**src/rtl/regfile_operand_stage_pkg.sv**
```systemverilog
// Shared types and constants for the operand-fetch stage and its register file.
package regfile_operand_stage_pkg;

  localparam int DATA_W = 16;
  localparam int REG_N  = 8;

  typedef enum logic [1:0] {
    ST_IDLE   = 2'd0,
    ST_READ_A = 2'd1,
    ST_READ_B = 2'd2,
    ST_HOLD   = 2'd3
  } state_t;

  // Shift codes forwarded untouched to the shifter.
  localparam logic [1:0] SH_PASS = 2'b00;
  localparam logic [1:0] SH_LSL  = 2'b01;
  localparam logic [1:0] SH_LSR  = 2'b10;
  localparam logic [1:0] SH_ASR1 = 2'b11;

endpackage

```
**src/rtl/regfile_operand_stage_regfile8x16.sv**
```systemverilog
// General register file: one synchronous write port, one combinational read port.
module regfile8x16 #(
  parameter int DATA_W = 16,
  parameter int REG_N  = 8
) (
  input  logic                       clk,
  input  logic                       reset,
  input  logic                       write,
  input  logic [$clog2(REG_N)-1:0]   writenum,
  input  logic [DATA_W-1:0]          data_in,
  input  logic [$clog2(REG_N)-1:0]   read_idx,
  output logic [DATA_W-1:0]          read_data
);

  logic [DATA_W-1:0] regs [REG_N];

  always_ff @(posedge clk or posedge reset) begin
    if (reset) begin
      for (int i = 0; i < REG_N; i++) begin
        regs[i] <= '0;
      end
    end else if (write) begin
      regs[writenum] <= data_in;
    end
  end

  assign read_data = regs[read_idx];

endmodule

```
**src/rtl/regfile_operand_stage.sv**
```systemverilog
// Fetches two source registers over consecutive cycles and presents them as a
// frozen A/B operand pair with the shift code under a valid/ready handshake.
module regfile_operand_stage #(
  parameter int DATA_W = regfile_operand_stage_pkg::DATA_W,
  parameter int REG_N  = regfile_operand_stage_pkg::REG_N
) (
  input  logic                       clk,
  input  logic                       reset,
  input  logic                       start,
  input  logic [$clog2(REG_N)-1:0]   rn,
  input  logic [$clog2(REG_N)-1:0]   rm,
  input  logic [1:0]                 shift_in,
  input  logic                       write,
  input  logic [$clog2(REG_N)-1:0]   writenum,
  input  logic [DATA_W-1:0]          data_in,
  input  logic                       out_ready,
  output logic [DATA_W-1:0]          a_out,
  output logic [DATA_W-1:0]          b_out,
  output logic [1:0]                 shift_out,
  output logic                       out_valid,
  output logic                       busy
);

  import regfile_operand_stage_pkg::*;

  localparam int IDX_W = $clog2(REG_N);

  state_t             state;
  logic [IDX_W-1:0]   rn_q;
  logic [IDX_W-1:0]   rm_q;
  logic [1:0]         shift_q;
  logic [IDX_W-1:0]   read_idx;
  logic [DATA_W-1:0]  read_data;
  logic [DATA_W-1:0]  operand;

  regfile8x16 #(
    .DATA_W (DATA_W),
    .REG_N  (REG_N)
  ) u_regfile (
    .clk       (clk),
    .reset     (reset),
    .write     (write),
    .writenum  (writenum),
    .data_in   (data_in),
    .read_idx  (read_idx),
    .read_data (read_data)
  );

  // The single read port serves rn in READ_A and rm in READ_B; a same-edge
  // write to the index being read is forwarded so the operand is never stale.
  assign read_idx = (state == ST_READ_B) ? rm_q : rn_q;
  assign operand  = (write && (writenum == read_idx)) ? data_in : read_data;

  always_ff @(posedge clk or posedge reset) begin
    if (reset) begin
      state     <= ST_IDLE;
      rn_q      <= '0;
      rm_q      <= '0;
      shift_q   <= SH_PASS;
      a_out     <= '0;
      b_out     <= '0;
      shift_out <= SH_PASS;
    end else begin
      case (state)
        ST_IDLE: begin
          if (start) begin
            rn_q    <= rn;
            rm_q    <= rm;
            shift_q <= shift_in;
            state   <= ST_READ_A;
          end
        end
        ST_READ_A: begin
          a_out <= operand;
          state <= ST_READ_B;
        end
        ST_READ_B: begin
          b_out     <= operand;
          shift_out <= shift_q;
          state     <= ST_HOLD;
        end
        ST_HOLD: begin
          // Operands stay frozen until the handshake; start on that edge chains the next command.
          if (out_ready) begin
            if (start) begin
              rn_q    <= rn;
              rm_q    <= rm;
              shift_q <= shift_in;
              state   <= ST_READ_A;
            end else begin
              state <= ST_IDLE;
            end
          end
        end
        default: state <= ST_IDLE;
      endcase
    end
  end

  assign out_valid = (state == ST_HOLD);
  assign busy      = (state != ST_IDLE);

endmodule

```
**config.mk**
```make
export PLATFORM = sky130hd
export DESIGN_NAME = regfile_operand_stage
export DESIGN_NICKNAME = d
export VERILOG_FILES = /design/src/rtl/regfile_operand_stage_pkg.sv /design/src/rtl/regfile_operand_stage_regfile8x16.sv /design/src/rtl/regfile_operand_stage.sv
export SDC_FILE = /design/constraint.sdc
export NUM_CORES = 1
export LEC_CHECK = 0
export ABC_AREA = 0
export CAP_MARGIN = 40
export CELL_PAD_IN_SITES_DETAIL_PLACEMENT = 1
export CELL_PAD_IN_SITES_GLOBAL_PLACEMENT = 1
export CORE_ASPECT_RATIO = 0.75
export CORE_MARGIN = 2
export CORE_UTILIZATION = 31
export CTS_BUF_LIST = sky130_fd_sc_hd__clkbuf_4 sky130_fd_sc_hd__clkbuf_8
export DETAILED_ROUTE_END_ITERATION = 8
export GPL_ROUTABILITY_DRIVEN = 0
export PLACE_DENSITY = 0.64
export SYNTH_ARGS = -nofsm -noshare
export SYNTH_HDL_FRONTEND = slang
export SYNTH_HIERARCHICAL = 1
export SYNTH_SLANG_ARGS = --single-unit
```
**constraint.sdc**
```tcl
create_clock -name clk -period 13.7 [get_ports clk]
set_clock_uncertainty 0.1 [all_clocks]
set_input_delay 2.74 -clock clk [delete_from_list [all_inputs] [get_ports clk]]
set_output_delay 2.74 -clock clk [all_outputs]
set_load 0.03 [all_outputs]
```
### Word-level counts from Yosys, hierarchy flattened

Index checks and enable logic that the tools add are counted.

* bitwise operators: 2
* equal/unequal tests: 6
* reduce and logical (&&, ||, !) cells: 7
* divide/modulo/power cells: 0
* magnitude comparators: 3
* shifts and indexed selects: 0
* multipliers: 0
* multiplexer cells: 21
* add/sub/neg operators: 0

Operators with widths (number)
* 128-bit bitwise mux: 1
* 16-bit two-way mux: 4
* 16-bit binary-select mux with 3-bit select: 1
* 16-bit demux with 3-bit select: 1
* 3-bit two-way mux: 5
* 3-bit one-hot mux with 2 select lines: 2
* 4-bit >= comparator, second input constant: 2
* 2-bit two-way mux: 4
* 3-bit inverter with 4-bit output: 2
* 2-bit one-hot mux with 4 select lines: 1
* 2-bit equality test, second input constant: 2
* 4-bit by 1-bit less-than comparator with 1-bit output, second input constant: 1
* 2-bit inequality test, second input constant: 2
* 2-bit one-hot mux with 2 select lines: 1
* 2-bit AND reduction: 2
* 2-bit nonzero test: 2
* 3-bit equality test: 1
* 2-bit by 1-bit equality test with 1-bit output, second input constant: 1
* 1-bit logical AND: 2
* 2-bit logical NOT: 1
* 1-bit two-way mux: 1

* flip-flop bits (word level): 172
* RAM bits: 0
* word-level logic and storage cells: 54
* memories kept: 0
* memory bits (read-only): 0
* bits in latches: 0
* output and inout bits: 36

### Longest topological paths before layout

Gate-level depths: netlist of the first run.

* word-level depth: 7
* gate-level depth with buffers: 12

### Cells and area by module

Netlist of the first run, hierarchy kept.

By module, submodules not included
* regfile8x16: cells each 338, area each 6024.5 um2, times used 1
* regfile_operand_stage: cells each 213, area each 2247.2 um2, times used 1

### Worst setup path before layout of the first run

OpenSTA, ideal clock, no wires.

* path type: input port to flip-flop
* start point: input writenum[2]
* end point: register u_regfile/regs[112] (netlist bit)
* slack: 9.626 ns
* setup time: 0.125 ns
* data arrival time: 3.849 ns
* required time: 13.475 ns
* path buffers: 2
* stages on the path: 4
* path through: buf_4 > nor4b_4 > buf_6 > mux2_4

* cells in the longest elaborated chain, start to end: 6
* elaborated cells between the ends (all ways): 7
* classes of those cells: 2 x order compare; 3 x mux; 1 x bitwise; 1 x reduce/logical

RTL lines
* start: declaration: line regfile_operand_stage.sv:14 `input logic [$clog2(REG_N)-1:0] writenum,`
* 3-bit inverter with 4-bit output (implied by the code) *: line regfile_operand_stage_regfile8x16.sv:23 `regs[writenum] <= data_in;`
* 4-bit >= comparator (implied by the code) / 4-bit by 1-bit less-than comparator with 1-bit output (equally long branches): line regfile_operand_stage_regfile8x16.sv:23
* 1-bit logical AND (implied by the code): line regfile_operand_stage_regfile8x16.sv:23
* 16-bit two-way mux (implied by the code): line regfile_operand_stage_regfile8x16.sv:23
* 16-bit demux with 3-bit select *: line regfile_operand_stage_regfile8x16.sv:23
* 128-bit bitwise mux *: line regfile_operand_stage_regfile8x16.sv:23
* end signal: indexed assignment: line regfile_operand_stage_regfile8x16.sv:23
* end: declaration: line regfile_operand_stage_regfile8x16.sv:15 `logic [DATA_W-1:0] regs [REG_N];`

Mark *: on every way between the ends. The rest lies on a longest branch, timed or not.
A chain may end at the register's enable or synchronous reset.

### Final worst setup path of the first run

* start point: input writenum[2]
* end point: register u_regfile/regs[39] (netlist bit)

Same word-level chain as after synthesis.

==> results.cfg, run 1 <==
[run_status]
status = complete, no violations

[power_and_ir_drop]
leakage_uw = 0.004007
ir_drop_uv = 117.0
powerDensity_nw_per_um2 = 224.7
finalPower_uw = 2168

[routing]
vias = 4913
ant_nets = 0
firstDrtPassIters = 4
vias_per_cell = 5.091
drt-wirelength-per-cell_um = 20.16
drc = 0
totalWireLength_mm = 19.46
drt-initial-drc-count = 253

[yosys]
ys_types = 34
syn-cell-area_um2 = 8272
synth_top_area_share_pct = 52.03
synth-async-reset-ratio_pct = 100.0
ys_ff_latch = 172
syn_avg_cell_area_um2 = 15.01
synth_edf_count = 0
ys.flop_type = dfrtp_1
postSynthCellCount = 551
synth_largest_area_cell = dfrtp_1
syn_nets = 588
synth_area_leaders = dfrtp_1, mux2_2, mux4_1
ys_seq_area_share_pct = 52.03
yosys_warnings = 6

[worst_setup_path]
crit_required_ns = 13.93
regToRegSetupSlack_ns = 10.36
critPathArrivalTime_ns = 5.03
crit_path_max_fanout = 16
end_kind = register
path_class = input port to register
start_kind = input port

[global_route]
antenna_found_initial = 0
grt_max_degree = 70
grt_pass1_vias = 5245
grtUsageTotal_pct = 14.58
grt_overflow = 0
grt_pass1_wl_mm = 31.06

[sta]
whs_ns = 0.4027
finalCriticalPeriod_ns = 4.793
setup_viol = 0
finalMaxSlewViolations = 0
worst_pin_slew_ns = 0.8426
max_freq_mhz = 208.7
finalHoldViolations = 0
period_share_pct = 34.98
relSlewSlack_pct = 43.62
rsz0062_at_grt = no
finalSetupTns_ns = 0

[cts]
cts_root_buf = clkbuf_8
cts_setup_buffers = 0
cts_hold_buf = 0
cts_buffers = 17
worstSkewPairLatency_ns = 0.45
htreeDepth = 4
cts.path.max_buffers = 2
clk_pin_slew_ns = 0.08
ctsResizeCount = 0
cts_tree = built
cts_sinks = 172

[floorplanning]
die_y_um = 145.5
initial_utilization_pct = 31.69
core-area_um2 = 26100
ios = 68
row_count = 51
die_area_um2 = 28020
die_w_um = 192.6

[finish]
layout_commonest_cell = dfrtp_1
fillers = 2677
layout-drive-gt1-share_pct = 37.68
diodes = 0
synthToLayoutAreaGrowth_pct = 16.68
nets = 646
layout_common_cells = dfrtp_1, mux2_2, clkdlybuf4s50_1

[min_path]
hold_class = register to register

[flow_run]
max-cap-violations = 0

[placed_design]
port-buffer-count = 67
dpl.hpwl_mm = 13.08
==> synthesized netlist by cell type (2+ instances only) <==
master and number:
mux2_2 145, mux4_1 28, mux2_4 10, dfrtp_1 172, or4_4 13, buf_2 14
nand4b_2 3, a31oi_1 32, o41ai_1 16, buf_4 4, ha_1 5, buf_6 11
buf_12 2, nor4bb_1 3, inv_1 10, nand2_1 18, clkbuf_1 10, mux2i_4 2
or4_1 3, nor2_1 32, xnor2_1 2, mux4_2 4
==> per-layer routing <==
metal | wire (um) | vias up | track usage [%] | part of all wire (%)
met4 | 194 | 0 | 3.435 | 1.0
met5 | 0 | - | 0 | 0
met3 | 716 | 19 | 2.677 | 3.7
met2 | 8741 | 85 | 22.08 | 45
met1 | 9804 | 2604 | 21.58 | 50
li1 | - | 2205 | - | -
==> through the flow <==
stage	std cells	setup WS [ns]	cell area, um2	utilization (%)
after detailed placement	933	8.254	9281	35.56
after CTS	964	8.742	9637	36.92
after floorplan	551	7.447	8272	-
after global routing	965	8.822	9652	36.98
after global placement	927	8.371	9178	35.16
final	965	8.907	9652	36.98
==> registers in the layout, summed over array words and instances (netlist names) <==
| signal | flops |
|---|---|
| a_out | 16 |
| b_out | 16 |
| rm_q | 3 |
| rn_q | 3 |
| shift_out | 2 |
| shift_q | 2 |
| state | 2 |
| u_regfile/regs | 128 |
==> critical path, cell delays in order <==
cell and delay [ns]:
clkdlybuf4s50_1 0.90, nand4b_2 0.83, mux2_2 0.55
==> path summary, 6_finish.rpt <==
| check | start | depth (start not counted) | end |
|---|---|---|---|
| setup reg to reg | state[0]$_DFFE_PP0P_ | 10 | b_out[8]$_DFFE_PP0P_ |
| hold reg to reg | u_regfile/regs[27]$_DFFE_PP0P_ | 1 | u_regfile/regs[27]$_DFFE_PP0P_ |
| setup / recovery | writenum[2] | 3 | u_regfile/regs[39]$_DFFE_PP0P_ |
| min in group asynchronous | reset | 2 | u_regfile/regs[99]$_DFFE_PP0P_ |
| hold / removal | u_regfile/regs[27]$_DFFE_PP0P_ | 1 | u_regfile/regs[27]$_DFFE_PP0P_ |
| max in group asynchronous | reset | 4 | u_regfile/regs[117]$_DFFE_PP0P_ |
==> area by class of cell <==
class | count | area [um2] | share of cell area, %
Tap cell | 344 | 430.4 | 4.459
Clock buffer | 24 | 286.5 | 2.969
Multi-Input combinational cell | 325 | 3665 | 37.97
Sequential cell | 172 | 4304 | 44.59
Inverter | 10 | 40.04 | 0.4148
Clock inverter | 7 | 68.82 | 0.7130
Timing Repair Buffer | 83 | 857.1 | 8.880
==> kinds of logic after synthesis <==
| family | Yosys count | synth area share (%) |
|---|---|---|
| mux | 190 | 32.25 |
| flops | 172 | 52.03 |
| simple gates | 74 | 5.657 |
| buf+inv | 54 | 4.387 |
| compound gates | 53 | 4.508 |
| fa+ha+maj | 5 | 0.7563 |
| xor+xnor | 3 | 0.4085 |
==> power by group <==
group          internal, uW  switching (uW)
Sequential              662            84.4
Clock                   156             167
Combinational           521             578
Note: power is estimated with default switching activity, not from simulation.
==> run 2: changes to the inputs <==
--- a/config.mk
+++ b/config.mk
@@ -15,7 +15,7 @@
 export CTS_BUF_LIST = sky130_fd_sc_hd__clkbuf_4 sky130_fd_sc_hd__clkbuf_8
 export DETAILED_ROUTE_END_ITERATION = 8
 export GPL_ROUTABILITY_DRIVEN = 0
-export PLACE_DENSITY = 0.64
+export PLACE_DENSITY = 0.66
 export SYNTH_ARGS = -nofsm -noshare
 export SYNTH_HDL_FRONTEND = slang
 export SYNTH_HIERARCHICAL = 1
==> constraint.sdc (replaced) <==
create_clock -name clk -period 4.15 [get_ports clk]
set_clock_uncertainty 0.1 [all_clocks]
set_input_delay 0.83 -clock clk [delete_from_list [all_inputs] [get_ports clk]]
set_output_delay 0.83 -clock clk [all_outputs]
set_load 0.03 [all_outputs]
==> results.cfg, run 2 (synthesis results as in run 1) <==
[global_route]
grtUsageTotal_pct = 14.83
grt_pass1_wl_mm = 31.61
grt_pass1_vias = 5290
grt_overflow = 0
grt_max_degree = 65
antenna_found_initial = 1

[routing]
totalWireLength_mm = 19.88
ant_nets = 0
vias = 4918
firstDrtPassIters = 4
drt-initial-drc-count = 294
drc = 0
drt-wirelength-per-cell_um = 20.52
vias_per_cell = 5.075

[worst_setup_path]
cp_top_family = multiplexers
crit_required_ns = 4.35
slowest_delay_ns = 0.67
path_class = register to register
regToRegSetupSlack_ns = 0.97
path_common_cell = inv_1
r2r_start = state[0]$_DFFE_PP0P_
crit_path_max_fanout = 32
slowest_stage = mux4_1
critPathArrivalTime_ns = 3.39
end_kind = register
startpoint = state[0]$_DFFE_PP0P_
worstPathCellList = inv_1 -> ha_1 -> mux2i_4 -> inv_1 -> buf_4 -> mux4_1 -> mux2_2 -> o41ai_1 -> a31oi_1
path_buf_inv = 3
start_kind = register

[cts]
cts_buffers = 17
ctsResizeCount = 0
clk_pin_slew_ns = 0.09
cts_root_buf = clkbuf_8
worstSkewPairLatency_ns = 0.45
cts_tree = built
cts_hold_buf = 0
cts_sinks = 172
cts.path.max_buffers = 2
htreeDepth = 4
cts_setup_buffers = 0

[sta]
setup_viol = 0
worst_pin_slew_ns = 0.7516
relSlewSlack_pct = 49.77
fin_ws_ns = 0.9652
period_share_pct = 76.74
finalMaxSlewViolations = 0
finalCriticalPeriod_ns = 3.185
max_freq_mhz = 314.0
finalSetupTns_ns = 0
rsz0062_at_grt = no
finalHoldViolations = 0

[floorplanning]
initial_utilization_pct = 31.69
die_y_um = 145.5
ios = 68
core-area_um2 = 26100
die_area_um2 = 28020
row_count = 51
die_w_um = 192.6

[finish]
layout_commonest_cell = dfrtp_1
top_regs = u_regfile/regs x128, a_out x16, b_out x16
nets = 649
layout-drive-gt1-share_pct = 37.98
fin_cells = 969
regMostFlops = u_regfile/regs
synthToLayoutAreaGrowth_pct = 16.93
layout_common_cells = dfrtp_1, mux2_2, clkdlybuf4s50_1
largest_reg_flops = 128
finalInstanceArea_um2 = 9672

[placed_design]
dp_cells = 937
dpl_cell_area_um2 = 9281
port-buffer-count = 67
dp_slack_ns = 0.7900
dpl.hpwl_mm = 13.54

[run_status]
status = complete, no violations

[flow_run]
max-cap-violations = 0

[power_and_ir_drop]
powerDensity_nw_per_um2 = 747.2
finalPower_uw = 7227
leakage_uw = 0.004024
ir_drop_uv = 447.5

[min_path]
min-delay-start = u_regfile/regs[23]$_DFFE_PP0P_
hold_class = register to register
[run 2: cell count changes in the layout (fill, tap and decap cells not counted), sizes merged]
cell and delta:
clkinvlp +1, inv +1, diode +1, clkinv +3
buf +3, bufinv +2, clkbuf -7
[run 2: where the power goes]
part / switching, uW / total, uW / internal, uW / leakage [uW]
Clock: 591 / 1170 / 583 / 0.000200
Combinational: 1900 / 3580 / 1690 / 0.00178
Sequential: 287 / 2470 / 2190 / 0.00205
[run 2: worst paths after layout]
| check | endpoint | cells past startpoint |
|---|---|---|
| max | a_out[7]$_DFFE_PP0N_ | 9 |
| min | u_regfile/regs[23]$_DFFE_PP0P_ | 1 |
| max reg2reg | a_out[7]$_DFFE_PP0N_ | 9 |
| min reg2reg | u_regfile/regs[23]$_DFFE_PP0P_ | 1 |
| max in group asynchronous | u_regfile/regs[88]$_DFFE_PP0P_ | 3 |
| min in group asynchronous | u_regfile/regs[67]$_DFFE_PP0P_ | 2 |
[run 2: metrics by stage]
step / utilization (%) / hold WS (ns)
2_1_floorplan: - / 0.3703
3_3_place_gp: 35.45 / 0.3784
3_5_place_dp: 35.56 / 0.3872
4_1_cts: 37.05 / 0.4084
5_1_grt: 37.05 / 0.4157
6_report: 37.06 / 0.4039
[run 2: final cells by class]
type / count / area, um2
Timing Repair Buffer: 86 / 840.8
Clock buffer: 17 / 234.0
Fill cell: 2644 / 16430
Sequential cell: 172 / 4304
Clock inverter: 14 / 153.9
Multi-Input combinational cell: 325 / 3665
Inverter: 10 / 41.29
Tap cell: 344 / 430.4
Antenna cell: 1 / 2.502
[run 2: metal layers]
layer | wire length, um | track usage, % | up-vias
met1 | 9796 | 21.45 | 2600
met5 | 0 | 0 | -
met3 | 688 | 2.918 | 16
met2 | 9239 | 22.97 | 88
met4 | 160 | 3.321 | 0
li1 | - | - | 2214
